--- config.mk ---
export PLATFORM = sky130hd
export DESIGN_NAME = rv_mc_control
export DESIGN_NICKNAME = d
export VERILOG_FILES = /design/src/rtl/rv_pkg.sv /design/src/rtl/rv_imm_sel_dec.sv /design/src/rtl/rv_mc_control.sv
export SDC_FILE = /design/constraint.sdc
export NUM_CORES = 1
export LEC_CHECK = 0
export BUFFER_PORTS_ARGS = -buffer_cell sky130_fd_sc_hd__buf_2
export CAP_MARGIN = 0
export CORE_UTILIZATION = 30
export CTS_CLUSTER_DIAMETER = 30
export DETAILED_ROUTE_END_ITERATION = 8
export GPL_TIMING_DRIVEN = 0
export SYNTH_ARGS = -nofsm -noshare
export SYNTH_HDL_FRONTEND = slang
export SYNTH_SLANG_ARGS = --single-unit
--- constraint.sdc ---
create_clock -name clk -period 2 [get_ports clk]
set_clock_uncertainty 0.15 [all_clocks]
set_input_delay 0.2 -clock clk [delete_from_list [all_inputs] [get_ports clk]]
set_output_delay 0.2 -clock clk [all_outputs]
set_load 0.02 [all_outputs]
--- src/rtl/rv_pkg.sv ---
// Shared definitions for the multi-cycle RV32I control path: opcode
// constants, immediate-format selects (numerically identical to the
// sign-extend unit's select input), FSM state type and datapath mux codes.
package rv_pkg;

  localparam logic [6:0] OPC_LUI    = 7'b0110111;
  localparam logic [6:0] OPC_AUIPC  = 7'b0010111;
  localparam logic [6:0] OPC_JAL    = 7'b1101111;
  localparam logic [6:0] OPC_JALR   = 7'b1100111;
  localparam logic [6:0] OPC_BRANCH = 7'b1100011;
  localparam logic [6:0] OPC_LOAD   = 7'b0000011;
  localparam logic [6:0] OPC_STORE  = 7'b0100011;
  localparam logic [6:0] OPC_OPIMM  = 7'b0010011;
  localparam logic [6:0] OPC_OP     = 7'b0110011;

  localparam logic [2:0] IMM_NONE  = 3'b000;
  localparam logic [2:0] IMM_U     = 3'b001;
  localparam logic [2:0] IMM_I     = 3'b010;
  localparam logic [2:0] IMM_SHAMT = 3'b011;
  localparam logic [2:0] IMM_B     = 3'b100;
  localparam logic [2:0] IMM_S     = 3'b101;
  localparam logic [2:0] IMM_J     = 3'b110;

  typedef enum logic [2:0] {
    ST_FETCH  = 3'd0,
    ST_DECODE = 3'd1,
    ST_EXEC   = 3'd2,
    ST_MEM    = 3'd3,
    ST_WB     = 3'd4,
    ST_TRAP   = 3'd5
  } state_t;

  localparam logic [1:0] PC_PLUS4  = 2'd0;
  localparam logic [1:0] PC_BRANCH = 2'd1;
  localparam logic [1:0] PC_JALR   = 2'd2;

  localparam logic [1:0] WB_ALU  = 2'd0;
  localparam logic [1:0] WB_MEM  = 2'd1;
  localparam logic [1:0] WB_LINK = 2'd2;

  localparam logic [1:0] A_RS1  = 2'd0;
  localparam logic [1:0] A_PC   = 2'd1;
  localparam logic [1:0] A_ZERO = 2'd2;

  localparam logic B_RS2 = 1'b0;
  localparam logic B_IMM = 1'b1;

  localparam logic [1:0] ALU_ADD   = 2'd0;
  localparam logic [1:0] ALU_FUNCT = 2'd1;
  localparam logic [1:0] ALU_PASSB = 2'd2;

  function automatic logic is_legal(input logic [6:0] opc);
    case (opc)
      OPC_LUI, OPC_AUIPC, OPC_JAL, OPC_JALR, OPC_BRANCH,
      OPC_LOAD, OPC_STORE, OPC_OPIMM, OPC_OP: is_legal = 1'b1;
      default:                                is_legal = 1'b0;
    endcase
  endfunction

endpackage

--- src/rtl/rv_imm_sel_dec.sv ---
// Pure opcode/funct3 -> immediate-format decoder.
// Ports: i_opcode (instr[6:0]), i_funct3 (instr[14:12]),
//        o_imm_sel (format select for the sign-extend unit).
module rv_imm_sel_dec
  import rv_pkg::*;
(
  input  logic [6:0] i_opcode,
  input  logic [2:0] i_funct3,
  output logic [2:0] o_imm_sel
);

  always_comb begin
    o_imm_sel = IMM_NONE;
    case (i_opcode)
      OPC_LUI, OPC_AUIPC: o_imm_sel = IMM_U;
      OPC_JAL:            o_imm_sel = IMM_J;
      OPC_JALR, OPC_LOAD: o_imm_sel = IMM_I;
      OPC_BRANCH:         o_imm_sel = IMM_B;
      OPC_STORE:          o_imm_sel = IMM_S;
      // SLLI/SRLI/SRAI carry a shift amount, not a full I immediate
      OPC_OPIMM:          o_imm_sel = (i_funct3 == 3'b001 || i_funct3 == 3'b101)
                                      ? IMM_SHAMT : IMM_I;
      default:            o_imm_sel = IMM_NONE;
    endcase
  end

endmodule

--- src/rtl/rv_mc_control.sv ---
// Multi-cycle RV32I control FSM sequencing PC, IR, register file, ALU,
// shared memory port and immediate unit.
// Inputs : clk, rst (sync, active-high), opcode/funct3 from the IR,
//          br_taken from the branch comparator, mem_ready from memory.
// Outputs: mem_req/mem_we/addr_sel (memory port), ir_we, pc_we/pc_sel,
//          rf_we/wb_sel, alu_a_sel/alu_b_sel/alu_op, imm_sel,
//          retire (per-instruction pulse), illegal (sticky trap).
module rv_mc_control
  import rv_pkg::*;
#(
  parameter int unsigned MEM_TIMEOUT = 0
) (
  input  logic       clk,
  input  logic       rst,
  input  logic [6:0] opcode,
  input  logic [2:0] funct3,
  input  logic       br_taken,
  input  logic       mem_ready,
  output logic       mem_req,
  output logic       mem_we,
  output logic       addr_sel,
  output logic       ir_we,
  output logic       pc_we,
  output logic [1:0] pc_sel,
  output logic       rf_we,
  output logic [1:0] wb_sel,
  output logic [1:0] alu_a_sel,
  output logic       alu_b_sel,
  output logic [1:0] alu_op,
  output logic [2:0] imm_sel,
  output logic       retire,
  output logic       illegal
);

  state_t      r_state;
  state_t      w_next;
  logic [31:0] r_wait;
  logic [2:0]  w_imm_sel;
  logic        w_waiting;
  logic        w_timeout;

  rv_imm_sel_dec u_imm_dec (
    .i_opcode  (opcode),
    .i_funct3  (funct3),
    .o_imm_sel (w_imm_sel)
  );

  assign w_waiting = ((r_state == ST_FETCH) || (r_state == ST_MEM)) && !mem_ready;
  assign w_timeout = (MEM_TIMEOUT != 0) && w_waiting && (r_wait == MEM_TIMEOUT - 1);

  always_comb begin
    w_next = r_state;
    case (r_state)
      ST_FETCH:  if (mem_ready) w_next = ST_DECODE;
                 else if (w_timeout) w_next = ST_TRAP;
      ST_DECODE: w_next = is_legal(opcode) ? ST_EXEC : ST_TRAP;
      ST_EXEC: begin
        case (opcode)
          OPC_LUI, OPC_AUIPC, OPC_OPIMM, OPC_OP: w_next = ST_WB;
          OPC_LOAD, OPC_STORE:                   w_next = ST_MEM;
          OPC_JAL, OPC_JALR, OPC_BRANCH:         w_next = ST_FETCH;
          default:                               w_next = ST_TRAP;
        endcase
      end
      ST_MEM:    if (mem_ready) w_next = (opcode == OPC_STORE) ? ST_FETCH : ST_WB;
                 else if (w_timeout) w_next = ST_TRAP;
      ST_WB:     w_next = ST_FETCH;
      ST_TRAP:   w_next = ST_TRAP;
      default:   w_next = ST_FETCH;
    endcase
  end

  // Counter only runs while stalled in FETCH/MEM, so it is zero on entry
  // to either state.
  always_ff @(posedge clk) begin
    if (rst) begin
      r_state <= ST_FETCH;
      r_wait  <= '0;
    end else begin
      r_state <= w_next;
      r_wait  <= w_waiting ? r_wait + 32'd1 : '0;
    end
  end

  // rst gates the decode directly so an in-flight access drops in the
  // same cycle reset is seen, before the state register is cleared.
  always_comb begin
    mem_req   = 1'b0;
    mem_we    = 1'b0;
    addr_sel  = 1'b0;
    ir_we     = 1'b0;
    pc_we     = 1'b0;
    pc_sel    = PC_PLUS4;
    rf_we     = 1'b0;
    wb_sel    = WB_ALU;
    alu_a_sel = A_RS1;
    alu_b_sel = B_RS2;
    alu_op    = ALU_ADD;
    imm_sel   = IMM_NONE;
    retire    = 1'b0;
    illegal   = 1'b0;
    if (!rst) begin
      case (r_state)
        ST_FETCH: begin
          mem_req = 1'b1;
          ir_we   = mem_ready;
          pc_we   = mem_ready;
        end
        ST_EXEC: begin
          imm_sel = w_imm_sel;
          case (opcode)
            OPC_LUI:   begin alu_a_sel = A_ZERO; alu_b_sel = B_IMM; end
            OPC_AUIPC: begin alu_a_sel = A_PC;   alu_b_sel = B_IMM; end
            OPC_JAL: begin
              pc_we = 1'b1; pc_sel = PC_BRANCH;
              rf_we = 1'b1; wb_sel = WB_LINK; retire = 1'b1;
            end
            OPC_JALR: begin
              alu_b_sel = B_IMM;
              pc_we = 1'b1; pc_sel = PC_JALR;
              rf_we = 1'b1; wb_sel = WB_LINK; retire = 1'b1;
            end
            OPC_BRANCH: begin
              pc_we = br_taken; pc_sel = PC_BRANCH; retire = 1'b1;
            end
            OPC_LOAD, OPC_STORE: alu_b_sel = B_IMM;
            OPC_OPIMM: begin alu_b_sel = B_IMM; alu_op = ALU_FUNCT; end
            OPC_OP:    begin alu_b_sel = B_RS2; alu_op = ALU_FUNCT; end
            default: ;
          endcase
        end
        ST_MEM: begin
          mem_req  = 1'b1;
          addr_sel = 1'b1;
          mem_we   = (opcode == OPC_STORE);
          retire   = (opcode == OPC_STORE) && mem_ready;
        end
        ST_WB: begin
          rf_we  = 1'b1;
          retire = 1'b1;
          wb_sel = (opcode == OPC_LOAD) ? WB_MEM : WB_ALU;
        end
        ST_TRAP: illegal = 1'b1;
        default: ;
      endcase
    end
  end

endmodule

-- Word level (Yosys, flattened, before mapping)
Cells that the tools add are included.
- equality and inequality tests: 18
- multiplexer cells: 47
- reduce and logical (&&, ||, !) cells: 15
- operator list (kind ; number):
    1-bit two-way mux ; 25
    7-bit by 6-bit equality test with 1-bit output (second input constant) ; 3
    7-bit equality test (second input constant) ; 3
    3-bit two-way mux ; 6
    3-bit case mux with 6 select lines ; 1
    3-bit case mux with 5 select lines ; 1
    7-bit by 5-bit equality test with 1-bit output (second input constant) ; 2
    2-bit OR reduction ; 7
    2-bit two-way mux ; 6
    2-bit case mux with 2 select lines ; 3
    3-bit equality test (second input constant) ; 3
    3-bit case mux with 3 select lines ; 1
    9-bit OR reduction ; 1
    7-bit by 2-bit equality test with 1-bit output (second input constant) ; 1
    3-bit by 1-bit equality test with 1-bit output (second input constant) ; 2
    3-bit by 2-bit equality test with 1-bit output (second input constant) ; 2
    1-bit case mux with 2 select lines ; 3
    6-bit OR reduction ; 1
    2-bit inequality test (second input constant) ; 2
    4-bit OR reduction ; 1
    3-bit zero test ; 1
    1-bit case mux with 3 select lines ; 1
    3-bit OR reduction ; 1
    2-bit AND reduction ; 1
    2 further kinds ; 2
- bits in registers: 3
- output and inout port bits: 20

-- Logic depth before layout (Yosys ltp)
- word-level depth: 6
- depth in mapped cells: 6
- mapped depth without buffers: 4

-- Modules after synthesis
Synthesis repeated with hierarchy kept, for this count alone.
- cell total of the unflattened synthesis: 95
- area total of the unflattened synthesis: 676.9 um2
- by module, submodules not included (module ; times used ; cells each ; area an instance (um2) ; sequential area each (um2)):
    rv_mc_control ; 1 ; 84 ; 595.6 ; 60.1
    rv_imm_sel_dec ; 1 ; 11 ; 81.3 ; 0.0

-- Worst setup path after synthesis
OpenSTA, ideal clock, no wires.
- path type: flip-flop to output port
- start point: register r_state[2]
- end point: output port imm_sel[2]
- data arrival time: 2282 ps
- data required time: 1650 ps
- path slack: -632 ps
- cell stages (with the launch flop): 5
- path buffers: 0
- cell sequence: dfxtp_1 or4b_1 nor2_1 o211ai_1 a2111oi_0
- word-level cells in the longest chain between the ends: 3
- ends and longest elaborated chain (element ; line ; source):
    start: declaration ; rv_mc_control.sv:35 ; state_t r_state;
    start signal: assignment ; rv_mc_control.sv:80 ; r_state <= w_next;
    3-bit by 2-bit equality test with 1-bit output ; rv_mc_control.sv:103 ; case (r_state)
    3-bit two-way mux ; rv_mc_control.sv:103 ;
    3-bit two-way mux ; rv_mc_control.sv:102 ; if (!rst) begin
    end: declaration ; rv_mc_control.sv:30 ; output logic [2:0] imm_sel,
No other way between the ends.

-- Worst setup path after layout
- start point: register r_state[0]
- end point: output port imm_sel[2]
Same word-level chain as after synthesis.

==> impl_metrics.sql <==
INSERT INTO impl_metrics (metric_group, metric, value, unit) VALUES
('yosys', 'muxShareOfSynthArea', '0', '%'),
('pwr', 'pwr-share-seq', '21.4', '%'),
('routing', 'detailedRoute.firstPassIterationCount', '4', ''),
('floorplanning', 'effective_utilization_at_floorplan', '31.8', '%'),
('timing', 'grt_setup_unrepaired', 'yes', ''),
('routing', 'drt-vias-per-instance', '5.27', ''),
('hold_path', 'worstHoldPathCells', '4', ''),
('placed_design', 'numPlacedInstances', '154', ''),
('run', 'max_cap_viol_count', '0', ''),
('worst_setup_path', 'crit_path_max_fanout', '2', ''),
('floorplanning', 'io_pins', '34', ''),
('hold_path', 'hp-class', 'in2reg', ''),
('clocking', 'clock_sink_count', '3', ''),
('yosys', 'synthesis.nets', '112', ''),
('global_route', 'vias_in_the_first_global_route', '693', ''),
('timing', 'slew_violations', '0', ''),
('layout', 'largest_register_ff_count', '3', ''),
('global_route', 'grt_util_all_layers', '18.2', '%'),
('placed_design', 'place_congestion', '0.828', ''),
('routing', 'postRouteWirelength', '2050', 'um'),
('timing', 'final-setup-viol-count', '9', ''),
('layout', 'layout.cells.most_common', 'sky130_fd_sc_hd__buf_2', ''),
('timing', 'layout_worst_path_cycle_share', '107', '%'),
('clocking', 'root_buffer', 'sky130_fd_sc_hd__clkbuf_4', ''),
('routing', 'route.vias.total', '885', ''),
('worst_setup_path', 'critical_path_startpoint_category', 'flop', ''),
('global_route', 'largest_net_degree_at_the_start_of_global_routing', '11', ''),
('floorplanning', 'die_width', '47.3', 'um'),
('floorplanning', 'num_rows', '16', ''),
('status', 'failed_checks', 'setup timing', ''),
('pwr', 'p_sw', '127', 'uW'),
('hold_path', 'min_delay_worst_endpoint', 'r_state[1]', ''),
('worst_setup_path', 'worstSetupPathType', 'reg2out', ''),
('worst_setup_path', 'critical_path_arrival', '1.80', 'ns'),
('worst_setup_path', 'critical_path.cell_chain', 'or4b_4 > nor2_4 > o211ai_1 > a2111oi_4 > buf_4', ''),
('yosys', 'ys.warnings.count', '0', ''),
('layout', 'fin_util', '54.1', '%'),
('placed_design', 'io_buffer_count', '29', ''),
('yosys', 'post_synth_inst_count', '98', ''),
('yosys', 'post_synth.cell_area_avg', '6.29', 'um^2'),
('routing', 'drc', '0', ''),
('worst_setup_path', 'worst_r2r_endpoint', 'r_state[0]', ''),
('yosys', 'yosys.area_share.simple', '52.1', '%'),
('pwr', 'sw_frac_of_total', '38.5', '%'),
('timing', 'timing_worst_slew_pin_value', '0.616', 'ns'),
('layout', 'area_delta_synth_final', '70.2', '%'),
('worst_setup_path', 'regToRegStartpoint', 'r_state[1]', ''),
('placed_design', 'dpl.hpwl', '1410', 'um'),
('timing', 'final_period_minus_worst_setup_slack', '2.15', 'ns'),
('pwr', 'power_per_cell_area', '315', 'nW/um^2'),
('worst_setup_path', 'cp_slowest_stage_delay', '0.55', 'ns'),
('worst_setup_path', 'regToRegSetupSlack', '0.46', 'ns'),
('clocking', 'cts_buffers', '3', ''),
('worst_setup_path', 'crit_path_top_delay_cell', 'sky130_fd_sc_hd__or4b_4', ''),
('layout', 'drive_above_1_share', '49.6', '%'),
('layout', 'max_flop_register', 'r_state', ''),
('routing', 'ant_nets', '0', ''),
('yosys', 'post_synth_instance_area', '617', 'um^2'),
('yosys', 'yosys.area_share.adder', '0', '%'),
('status', 'outcome', 'finished, violations left', ''),
('layout', 'instances_no_fill', '168', ''),
('clocking', 'cts_max_path_buffers', '2', ''),
('timing', 'timing.final.ws_setup', '-0.147', 'ns'),
('clocking', 'cts_tree', 'done', ''),
('yosys', 'synthDistinctLibCells', '35', ''),
('pwr', 'vdd_drop_max', '0.322', 'mV'),
('clocking', 'cts_htree_levels', '1', ''),
('timing', 'timing.final.hold_violations', '0', ''),
('layout', 'top_flop_regs', 'r_state: 3 flops', ''),
('yosys', 'synth_xor_area_share', '0', '%'),
('global_route', 'grt_pass1_wl', '2940', 'um');
-- Yosys cell counts --
| library cell | count | share of area [%] |
|---|---|---|
| sky130_fd_sc_hd__buf_6 | 2 | 3.7 |
| sky130_fd_sc_hd__o32ai_1 | 1 | 1.4 |
| sky130_fd_sc_hd__or2_2 | 2 | 2.0 |
| sky130_fd_sc_hd__nand2b_1 | 6 | 6.1 |
| sky130_fd_sc_hd__nor3_1 | 5 | 4.1 |
| sky130_fd_sc_hd__nand2_1 | 9 | 5.5 |
| sky130_fd_sc_hd__a211o_1 | 1 | 1.4 |
| sky130_fd_sc_hd__or2_1 | 1 | 1.0 |
| sky130_fd_sc_hd__buf_4 | 1 | 1.2 |
| sky130_fd_sc_hd__conb_1 | 1 | 0.61 |
| sky130_fd_sc_hd__or4_4 | 1 | 1.8 |
| sky130_fd_sc_hd__or3b_2 | 1 | 1.4 |
| sky130_fd_sc_hd__nor3b_1 | 2 | 2.4 |
| sky130_fd_sc_hd__a21oi_1 | 7 | 5.7 |
| sky130_fd_sc_hd__and3_1 | 1 | 1.0 |
| sky130_fd_sc_hd__o21bai_1 | 1 | 1.2 |
| sky130_fd_sc_hd__nor4_1 | 5 | 5.1 |
| sky130_fd_sc_hd__o21ai_0 | 5 | 4.1 |
| sky130_fd_sc_hd__and2_1 | 2 | 2.0 |
| sky130_fd_sc_hd__a211oi_1 | 1 | 1.2 |
| sky130_fd_sc_hd__a31oi_1 | 4 | 4.1 |
| sky130_fd_sc_hd__nor2b_1 | 4 | 4.1 |
| sky130_fd_sc_hd__nor2_1 | 10 | 6.1 |
| sky130_fd_sc_hd__a2111oi_0 | 2 | 2.8 |
| sky130_fd_sc_hd__nand3_1 | 3 | 2.4 |
| sky130_fd_sc_hd__inv_1 | 4 | 2.4 |
| sky130_fd_sc_hd__dfxtp_1 | 3 | 9.7 |
| sky130_fd_sc_hd__or4b_1 | 1 | 1.6 |
| sky130_fd_sc_hd__a21o_1 | 1 | 1.2 |
| sky130_fd_sc_hd__clkbuf_1 | 4 | 2.4 |
| sky130_fd_sc_hd__o22ai_1 | 1 | 1.0 |
| sky130_fd_sc_hd__o211ai_1 | 1 | 1.2 |
| sky130_fd_sc_hd__a2111oi_2 | 1 | 2.4 |
| sky130_fd_sc_hd__nand3b_1 | 3 | 3.7 |
| sky130_fd_sc_hd__nand4bb_1 | 1 | 1.8 |
-- cells by family (layout without fill, tap and decap cells) --
kind of cell,after synthesis,count (layout)
DFF,3,3
AOI/OAI and AO/OA,26,26
buffers and inverters,11,54
other,1,1
and+or+nand+nor,57,57
-- worst max-delay path by stage --
stage	startpoint	slack (ns)	end
finish	r_state[0]	-0.15	imm_sel[2]
global route	r_state[0]	-0.23	imm_sel[2]
CTS	r_state[0]	-0.16	imm_sel[0]
detailed placement	r_state[2]	-0.22	imm_sel[2]
global placement	r_state[2]	-0.22	imm_sel[2]
floorplan	r_state[2]	-0.02	imm_sel[2]
-- power by group through the flow --
| stage | logic, mW | registers (mW) | clock network, mW |
|---|---|---|---|
| after global routing | 0.168 | 0.0706 | 0.115 |
| after global placement | 0.123 | 0.0770 | 0 |
| after CTS | 0.147 | 0.0702 | 0.114 |
| after detailed placement | 0.123 | 0.0768 | 0 |
| after floorplan | 0.0870 | 0.0738 | 0 |
| final | 0.154 | 0.0706 | 0.106 |
-- metrics by stage --
| step | setup slack (ns) | hold WS (ns) | cell area (um^2) | setup TNS [ns] |
|---|---|---|---|---|
| detailed placement | -0.217 | 0.495 | 821 | -0.323 |
| CTS | -0.161 | 0.230 | 952 | -0.784 |
| finish | -0.147 | 0.240 | 1050 | -0.558 |
| global placement | -0.225 | 0.490 | 821 | -0.341 |
| floorplan | -0.0170 | 0.289 | 642 | -0.0170 |
| global route | -0.235 | 0.313 | 1050 | -1.22 |
-- final cells by class --
class | count | area (um^2)
sequential | 3 | 71.3
multi-input combinational | 84 | 591
timing repair buffer | 39 | 267
buffer | 7 | 46.3
inverter | 4 | 15.0
fill | 203 | 892
clock buffer | 4 | 26.3
tap | 27 | 33.8
-- per-layer routing --
metal,track usage (%),vias up,wire length [um]
met1,22.0,399,897
met3,0.385,2,94
li1,-,449,-
met2,34.0,35,1050
met5,0,-,0
met4,6.29,0,10
-- critical path: cells and delay by family, from the launching register on --
kind	cells	cell delay [ns]
flip-flops	1	0.33
AND/OR/NAND/NOR	2	0.66
AO/OA/AOI/OAI	2	0.37
buffers and inverters	1	0.19
-- what timing repair did --
action / in CTS / in global routing
hold buffers: 0 / 0
buffers inserted: 5 / 5
endpoints found under the setup margin: 12 / 13
pin swaps: 4 / 5
gates resized for setup: 25 / 19
No activity file was read; power rests on OpenSTA's default activity.
